<file path="src/rtl/disp_scan_sched.sv">
// disp_scan_sched
//   Scan scheduler for a 4-digit multiplexed 7-segment display.
//   Display words arrive over a valid/ready handshake into a one-deep pending
//   buffer. They are copied into the shadow (displayed) word only at a frame
//   boundary, so a digit never shows a half-updated word. The active digit is
//   time-multiplexed onto AN/SEG with brightness PWM, leading-zero blanking
//   and a lamp test.
//
// Ports
//   F50MHz     in   system clock
//   BTN0       in   synchronous active-high reset
//   dat_in     in   display word, nibble k -> digit k (digit 0 = AN[0], rightmost)
//   dat_valid  in   dat_in valid
//   dat_ready  out  pending buffer empty, a word can be accepted
//   dp_in      in   decimal point per digit, 1 = lit (live, not buffered)
//   blank_lz   in   1 = blank leading zero digits
//   bright     in   brightness code, all ones = full on
//   lamp_test  in   request all segments lit
//   AN         out  digit enables, active-low
//   SEG        out  {dp,g,f,e,d,c,b,a}, active-low
//   frame_tick out  one-cycle pulse after each frame boundary
module disp_scan_sched #(
  parameter int SCAN_DIV = 12500,
  parameter int BRIGHT_W = 3
) (
  input  logic                F50MHz,
  input  logic                BTN0,
  input  logic [15:0]         dat_in,
  input  logic                dat_valid,
  output logic                dat_ready,
  input  logic [3:0]          dp_in,
  input  logic                blank_lz,
  input  logic [BRIGHT_W-1:0] bright,
  input  logic                lamp_test,
  output logic [3:0]          AN,
  output logic [7:0]          SEG,
  output logic                frame_tick
);

  localparam int CW = $clog2(SCAN_DIV);
  // Wide enough for (2^BRIGHT_W) * SCAN_DIV and pre_cnt * 8 without overflow.
  localparam int PW = BRIGHT_W + 1 + CW + 3;
  localparam logic [CW-1:0] CNT_MAX = CW'(SCAN_DIV - 1);

  typedef enum logic [1:0] {
    S_OFF  = 2'd0,
    S_SCAN = 2'd1,
    S_LAMP = 2'd2
  } state_t;

  state_t        state;
  state_t        state_nxt;
  logic [CW-1:0] pre_cnt;
  logic [1:0]    dig;
  logic [15:0]   pend;
  logic          pend_full;
  logic [15:0]   shadow;
  logic          digit_tick;
  logic          frame_end;
  logic          accept;
  logic [3:0]    nib;
  logic [3:0]    dig_sel;
  logic          blanked;
  logic          pwm_on;
  logic [PW-1:0] pwm_lhs;
  logic [PW-1:0] pwm_rhs;
  logic [3:0]    an_p0;
  logic [7:0]    seg_p0;

  // Active-high segment pattern {g,f,e,d,c,b,a} for a hex digit.
  function automatic logic [6:0] hex7(input logic [3:0] n);
    logic [6:0] s;
    case (n)
      4'h0: s = 7'h3F;
      4'h1: s = 7'h06;
      4'h2: s = 7'h5B;
      4'h3: s = 7'h4F;
      4'h4: s = 7'h66;
      4'h5: s = 7'h6D;
      4'h6: s = 7'h7D;
      4'h7: s = 7'h07;
      4'h8: s = 7'h7F;
      4'h9: s = 7'h6F;
      4'hA: s = 7'h77;
      4'hB: s = 7'h7C;
      4'hC: s = 7'h39;
      4'hD: s = 7'h5E;
      4'hE: s = 7'h79;
      default: s = 7'h71;
    endcase
    return s;
  endfunction

  assign digit_tick = (pre_cnt == CNT_MAX);
  assign frame_end  = digit_tick && (dig == 2'd3);
  // Ready is simply "pending buffer empty"; it drops the cycle after a
  // transfer and returns the cycle after the commit.
  assign dat_ready  = ~pend_full;
  assign accept     = dat_valid && dat_ready;

  // Timing, handshake and registered outputs
  always_ff @(posedge F50MHz) begin
    if (BTN0) begin
      pre_cnt    <= '0;
      dig        <= 2'd0;
      pend_full  <= 1'b0;
      shadow     <= 16'h0000;
      frame_tick <= 1'b0;
      AN         <= 4'hF;
      SEG        <= 8'hFF;
    end else begin
      pre_cnt    <= digit_tick ? '0 : pre_cnt + 1'b1;
      if (digit_tick) dig <= dig + 2'd1;
      frame_tick <= frame_end;
      AN         <= an_p0;
      SEG        <= seg_p0;
      // A transfer needs an empty buffer, so it can never collide with a
      // commit; a word accepted on a frame_end edge waits a whole frame.
      if (accept) begin
        pend_full <= 1'b1;
      end else if (frame_end && pend_full) begin
        pend_full <= 1'b0;
        shadow    <= pend;
      end
    end
  end

  // Pending data register needs no reset: pend_full qualifies it.
  always_ff @(posedge F50MHz) begin
    if (accept) pend <= dat_in;
  end

  always_ff @(posedge F50MHz) begin
    if (BTN0) state <= S_OFF;
    else      state <= state_nxt;
  end

  always_comb begin
    state_nxt = state;
    if (frame_end) begin
      case (state)
        S_OFF:   if (lamp_test) state_nxt = S_LAMP;
                 else if (pend_full) state_nxt = S_SCAN;
        S_SCAN:  if (lamp_test) state_nxt = S_LAMP;
        S_LAMP:  if (!lamp_test) state_nxt = S_SCAN;
        default: state_nxt = S_OFF;
      endcase
    end
  end

  // Stage p0: digit decode from pre_cnt/dig, registered into AN/SEG
  always_comb begin
    nib     = shadow[{dig, 2'b00} +: 4];
    dig_sel = 4'b0001 << dig;
    case (dig)
      2'd1:    blanked = blank_lz && (shadow[15:4]  == 12'h000);
      2'd2:    blanked = blank_lz && (shadow[15:8]  == 8'h00);
      2'd3:    blanked = blank_lz && (shadow[15:12] == 4'h0);
      default: blanked = 1'b0;
    endcase
    pwm_lhs = PW'(pre_cnt) << 3;
    pwm_rhs = (PW'(bright) + PW'(1)) * PW'(SCAN_DIV);
    pwm_on  = (pwm_lhs < pwm_rhs);
    an_p0   = 4'hF;
    seg_p0  = 8'hFF;
    case (state)
      S_SCAN: begin
        if (pwm_on && !blanked) begin
          an_p0  = ~dig_sel;
          seg_p0 = {~dp_in[dig], ~hex7(nib)};
        end
      end
      S_LAMP: begin
        an_p0  = ~dig_sel;
        seg_p0 = 8'h00;
      end
      default: begin
        an_p0  = 4'hF;
        seg_p0 = 8'hFF;
      end
    endcase
  end

endmodule

</file>
<file path="config.mk">
export PLATFORM = sky130hd
export DESIGN_NAME = disp_scan_sched
export DESIGN_NICKNAME = d
export VERILOG_FILES = /design/src/rtl/disp_scan_sched.sv
export SDC_FILE = /design/constraint.sdc
export NUM_CORES = 1
export LEC_CHECK = 0
export BUFFER_PORTS_ARGS = -buffer_cell sky130_fd_sc_hd__buf_2
export CORE_MARGIN = 4
export CORE_UTILIZATION = 59
export CTS_CLUSTER_DIAMETER = 50
export DETAILED_ROUTE_END_ITERATION = 6
export PLACE_DENSITY = 0.8
export SKIP_LAST_GASP = 1
export SYNTH_ARGS = -nofsm -noshare
export SYNTH_HDL_FRONTEND = slang
export SYNTH_SLANG_ARGS = --single-unit
export TNS_END_PERCENT = 50
</file>
<file path="constraint.sdc">
create_clock -name F50MHz -period 5.25 [get_ports F50MHz]
set_input_delay 0.525 -clock F50MHz [delete_from_list [all_inputs] [get_ports F50MHz]]
set_output_delay 0.525 -clock F50MHz [all_outputs]
set_load 0.005 [all_outputs]
</file>
; ---- After elaboration in Yosys (flattened, before gate mapping)
; Memory sizes are Yosys's and may differ from the RTL's.
; Cells that the tools add are included.
[op_classes]
addsub = 3
multipliers = 1
magnitude_cmp = 2
eq_ne = 9
shift = 2
mux = 16
n_bitwise = 5
n_reduce_logical = 16
[ops]
columns = cell, n
row1 = 17-bit by 18-bit < comparator with 1-bit output, 1
row2 = 4-bit by 12-bit multiplier with 16-bit output (second input constant), 1
row3 = 8-bit one-hot mux with 2 select lines, 1
row4 = 16-bit by 5-bit indexed part select with 4-bit output, 1
row5 = 14-bit by 1-bit adder with 14-bit output (second input constant), 1
row6 = 14-bit equality test (second input constant), 1
row7 = 7-bit 2-to-1 mux, 2
row8 = 12-bit logical NOT, 1
row9 = 8-bit logical NOT, 1
row10 = 2-bit 2-to-1 mux, 4
row11 = 8-bit 2-to-1 mux, 1
row12 = 4-bit one-hot mux with 2 select lines, 1
row13 = 1-bit logical AND, 7
row14 = 7-bit NOT, 1
row15 = 2-bit equality test (second input constant), 3
row16 = 2-bit one-hot mux with 3 select lines, 1
row17 = 3-bit by 1-bit adder with 4-bit output (second input constant), 1
row18 = 2-bit by 1-bit equality test with 1-bit output (second input constant), 2
row19 = 4-bit logical NOT, 1
row20 = 4-bit 2-to-1 mux, 1
row21 = 2-bit != test (second input constant), 2
row22 = 4-bit NOT, 1
row23 = 4-bit AND reduction, 1
row24 = 1-bit by 2-bit left shift with 4-bit output (first input constant), 1
row25 = other kinds (12), 16
[word_totals]
ff_bits = 64
mem_bits_ro = 112
input_bits = 28
out_inout_bits = 14
word_cells = 64
memories = 1
[mem_list]
columns = memory, words, width, read_ports, rd_clocked_by_memory_dff, write_ports, line
row1 = (name not given), 16, 7, 1, 0, 0, 73  ; case (n)

; ---- Depth between registers and ports, before layout
[logic_depth]
word_depth = 10
mapped_depth = 19
mapped_depth_nobuf = 19

; ---- Least setup slack after synthesis
; Ideal clock, no wire load.
[synth_path]
kind = input -> register
from = input port bright[0]
to = register SEG[0]
setup_time_ns = 0.153
arrival_time_ns = 4.257
required_time_ns = 5.097
slack_ns = 0.840
cell_stages = 19
n_path_buf = 0
cell_sequence = inv_1 > ha_1 > ha_1 > xnor2_1 > ha_1 > a21o_1 > ha_1 > a31oi_1 > nor2b_1 > o21a_1 > o311a_1 > o21ai_0 > xor2_1 > ha_1 > a21o_1 > a2bb2oi_1 > nand3_1 > a21oi_1 > a31oi_1
[synth_via]
elab_chain_cells = 6
[synth_rtl]
columns = element, line
row1 = start: declaration, 33  ; input logic [BRIGHT_W-1:0] bright,
row2 = 3-bit by 1-bit adder with 4-bit output, 162  ; pwm_rhs = (PW'(bright) + PW'(1)) * PW'(SCAN_DIV);
row3 = 4-bit by 12-bit multiplier with 16-bit output, 162
row4 = 17-bit by 18-bit < comparator with 1-bit output, 163  ; pwm_on = (pwm_lhs < pwm_rhs);
row5 = 1-bit logical AND, 168  ; if (pwm_on && !blanked) begin
row6 = 8-bit 2-to-1 mux, 168
row7 = 8-bit one-hot mux with 2 select lines, 166  ; case (state)
row8 = end signal: assignment, 116  ; SEG <= seg_p0;
row9 = end: declaration, 36  ; output logic [7:0] SEG,
; Every way passes these cells.
; A chain may end at the register's enable or synchronous reset.

; ---- Worst setup path in the final report
; Same ends and word-level chain as after synthesis.

==> results.py <==
metrics = {
    "run_status": {
        "status": "completed",
    },
    "clock_network": {
        "clock_path_buffers": 2,
        "worstSkewPairLatency_ns": 0.34,
        "h-tree-depth": 3,
        "cts_tree": "yes",
        "cts.sinks": 64,
        "cts_root_buffer": "clkbuf_8",
        "ctsResizeCount": 0,
        "holdBufCountCts": 0,
        "cts.reportedPaths.clkPinSlew_ns": 0.07,
        "cts_buffers": 9,
        "postCtsSetupBuffers": 0,
    },
    "sta": {
        "drv_slew": 0,
        "final.setup.worst_slack_ns": 0.7119,
        "fin_crit_ns": 4.538,
        "finalSetupViolations": 0,
        "timing.hold.ws_ns": 0.3499,
        "period_share": 0.8644,
        "skew_ns": 0.008721,
        "worst_pin_slew_ns": 0.8348,
        "setup_tns_ns": 0,
        "clock.fmax_mhz": 220.4,
        "hold_viol": 0,
        "rsz0062_at_grt": "false",
        "slew_headroom": 0.4422,
    },
    "worst_setup_path": {
        "crit_slowest_cell": "ha_1",
        "required_ns": 5.44,
        "start_kind": "primary input",
        "crit_path_frequent_cell": "ha_1",
        "crit_chain": "buf_2, inv_1, ha_1, ha_1, xnor2_1, ha_1, a21o_1, ha_1, a31oi_1, nor2b_1, o21a_1, o311a_1, o21ai_0, xor2_1, ha_1, a21o_1, a2bb2oi_1, nand3_1, a21oi_1, buf_4, a31oi_1",
        "r2r_start": "pre_cnt[9]",
        "cp-end-kind": "flip-flop",
        "max_stage_delay_ns": 0.40,
        "crit_start": "bright[0]",
        "worst-endpoint-arrival_ns": 4.73,
        "critical_path_class": "primary input to flip-flop",
        "worst-path-buf-inv": 3,
        "crit_family": "compound AO/OA/AOI/OAI gates",
        "crit_fanout": 8,
    },
    "hold_path": {
        "hold_class": "primary input to flip-flop",
        "min_from": "dat_in[14]",
    },
    "synth": {
        "synth_fa_ha_area_frac": 0.1549,
        "synth.largest_area_cell": "dfxtp_1",
        "synth_fp_nets": 459,
        "netlist_area_mm2": 0.003636,
        "ys_ff_latch": 64,
        "synth_top_area_frac": 0.2643,
        "synthSimpleGateAreaFrac": 0.1690,
        "synth_compound_area_frac": 0.1294,
        "synthTopCellsByArea": "dfxtp_1 (26%), ha_1 (15%), edfxtp_1 (13%), a21oi_1 (5.9%), nand2_1 (5.2%)",
        "syn-instance-count": 386,
        "ys.flop_type": "dfxtp_1",
        "synth_edf_count": 16,
        "synth_xor_area_frac": 0.06504,
        "syn_avg_cell_area_um2": 9.420,
        "ys_async_sr_fraction": 0,
        "synth_mux_area_frac": 0.04542,
        "yosysSeqAreaShare": 0.3964,
        "synth_warnings": 0,
        "synth_top_family_by_area": "simple AND/OR/NAND/NOR gates",
        "synth_cell_types": 47,
    },
    "cells_and_area": {
        "fin_cells": 508,
        "layout-drive-gt1-share": 0.1663,
        "diodes": 0,
        "synthToLayoutAreaGrowth_pct": 11.63,
        "utilization": 0.6815,
        "nets": 501,
        "fillers": 484,
        "design_area_mm2": 0.004059,
    },
    "power_and_ir_drop": {
        "swShare": 0.2732,
        "ir_worst_vdd_mv": 0.1934,
        "power_mw": 1.026,
        "power.internal_mw": 0.7455,
        "p_comb_frac": 0.136,
        "p_clk_frac": 0.356,
        "powerDensity_mw_per_mm2": 252.7,
        "p_leak_nw": 1.735,
        "power_frac_seq": 0.508,
        "power_switching_mw": 0.2803,
    },
    "global_route": {
        "overflow": 0,
        "grt_pass1_wl_mm": 12.35,
        "grt_max_degree": 30,
        "grt_pass1_vias": 2735,
        "grt_use_total": 0.2089,
        "antenna_found_initial": 0,
    },
    "run": {
        "cap_violations": 0,
    },
    "routing": {
        "wl_mm": 7.145,
        "drt-initial-drc-count": 94,
        "drc_errors": 0,
        "vias": 2845,
        "dr.pass1.iters": 5,
        "vias_per_cell": 5.600,
        "routedWlPerCell_um": 14.06,
        "antenna_left": 0,
    },
    "placement": {
        "numPortBuffers": 41,
        "placed_area_mm2": 0.003887,
        "place_hpwl_mm": 5.435,
        "place_ws_ns": 0.4049,
        "place_inst": 492,
        "gp_congestion": 0.8636,
    },
    "die": {
        "die_area_mm2": 0.007482,
        "die_h_um": 86.50,
        "ios": 42,
        "coreArea_mm2": 0.005956,
        "initial_core_util": 0.6105,
        "row_count": 28,
        "die_x_um": 86.50,
    },
}
==> kinds of logic (layout without fill, tap and decap cells) <==
logic type | Yosys count | in the layout
AO/OA/AOI/OAI | 78 | 78
adder cells (fa/ha/maj) | 45 | 45
buffers and inverters | 34 | 81
multiplexers | 9 | 9
AND/OR/NAND/NOR | 129 | 129
flip-flops | 64 | 64
XOR/XNOR | 27 | 27
==> power by group through the flow <==
stage	logic [mW]	registers, mW	clock network, mW
finish	0.139	0.521	0.366
global route	0.160	0.522	0.400
CTS	0.139	0.521	0.372
detailed placement	0.137	0.532	0
global placement	0.131	0.532	0
floorplan	0.0999	0.530	0
==> Yosys cell counts (2+ instances only) <==
master,count
clkbuf_1,8
ha_1,45
nor3_4,2
inv_1,22
nand4_1,2
nor3_1,4
mux4_2,6
xnor2_1,8
nor2b_1,6
buf_6,2
a21oi_1,43
nand3_1,18
o21ai_0,6
mux2i_1,3
or2_2,3
dfxtp_1,48
nor2_1,30
nand3b_1,2
nor4_1,3
a31oi_1,5
buf_2,2
or4b_1,2
edfxtp_1,16
o22ai_1,4
and3_1,3
nand2_1,50
o211a_1,2
xor2_1,19
a21o_1,4
==> layout make-up <==
| type | count | area [µm²] | area share |
|---|---|---|---|
| Multi-Input combinational cell | 288 | 2049 | 0.5049 |
| Inverter | 22 | 82.58 | 0.02035 |
| Clock inverter | 7 | 47.55 | 0.01171 |
| Timing Repair Buffer | 43 | 220.2 | 0.05425 |
| Tap cell | 75 | 93.84 | 0.02312 |
| Clock buffer | 9 | 123.9 | 0.03052 |
| Sequential cell | 64 | 1441 | 0.3551 |
==> worst paths after layout <==
check              end  slack, ns  depth (start not counted)
max             SEG[0]       0.71                         21
min           pend[14]       0.35                          1
max reg2reg  shadow[0]       2.64                          5
min reg2reg  shadow[3]       0.46                          2
==> metal layers <==
metal | routed length (µm) | track usage | vias up
met3 | 345 | 0.04658 | 12
met4 | 109 | 0.08924 | 0
met5 | 0 | 0 | -
met1 | 3319 | 0.2676 | 1316
met2 | 3370 | 0.3401 | 67
li1 | - | - | 1450
==> worst register-to-register path: cells and delay by family, from the launching register on <==
family,cells,cell delay (ns)
AND/OR/NAND/NOR,4,2.00
flip-flops,1,0.38
AO/OA/AOI/OAI,1,0.16
==> cells in the final DEF, fill, tap and decap left out, types with 4 or more instances in the layout <==
cell type and n:
clkbuf_8 9, nor2b_1 6, dfxtp_1 48, xor2_1 19, nor2_1 30, nand2_1 50
a31oi_1 5, ha_1 45, edfxtp_1 16, inv_1 22, o21ai_0 6, xnor2_1 8
nor3_1 4, a21o_1 4, buf_2 41, o22ai_1 4, nand3_1 18, mux4_2 6
a21oi_1 43
==> flip-flops by register name, summed over array words and instances (netlist names) <==
register	cells
pend_full	1
dig	2
SEG	8
pend	16
AN	4
shadow	16
frame_tick	1
state	2
pre_cnt	14
No activity file was read; power rests on OpenSTA's default activity.
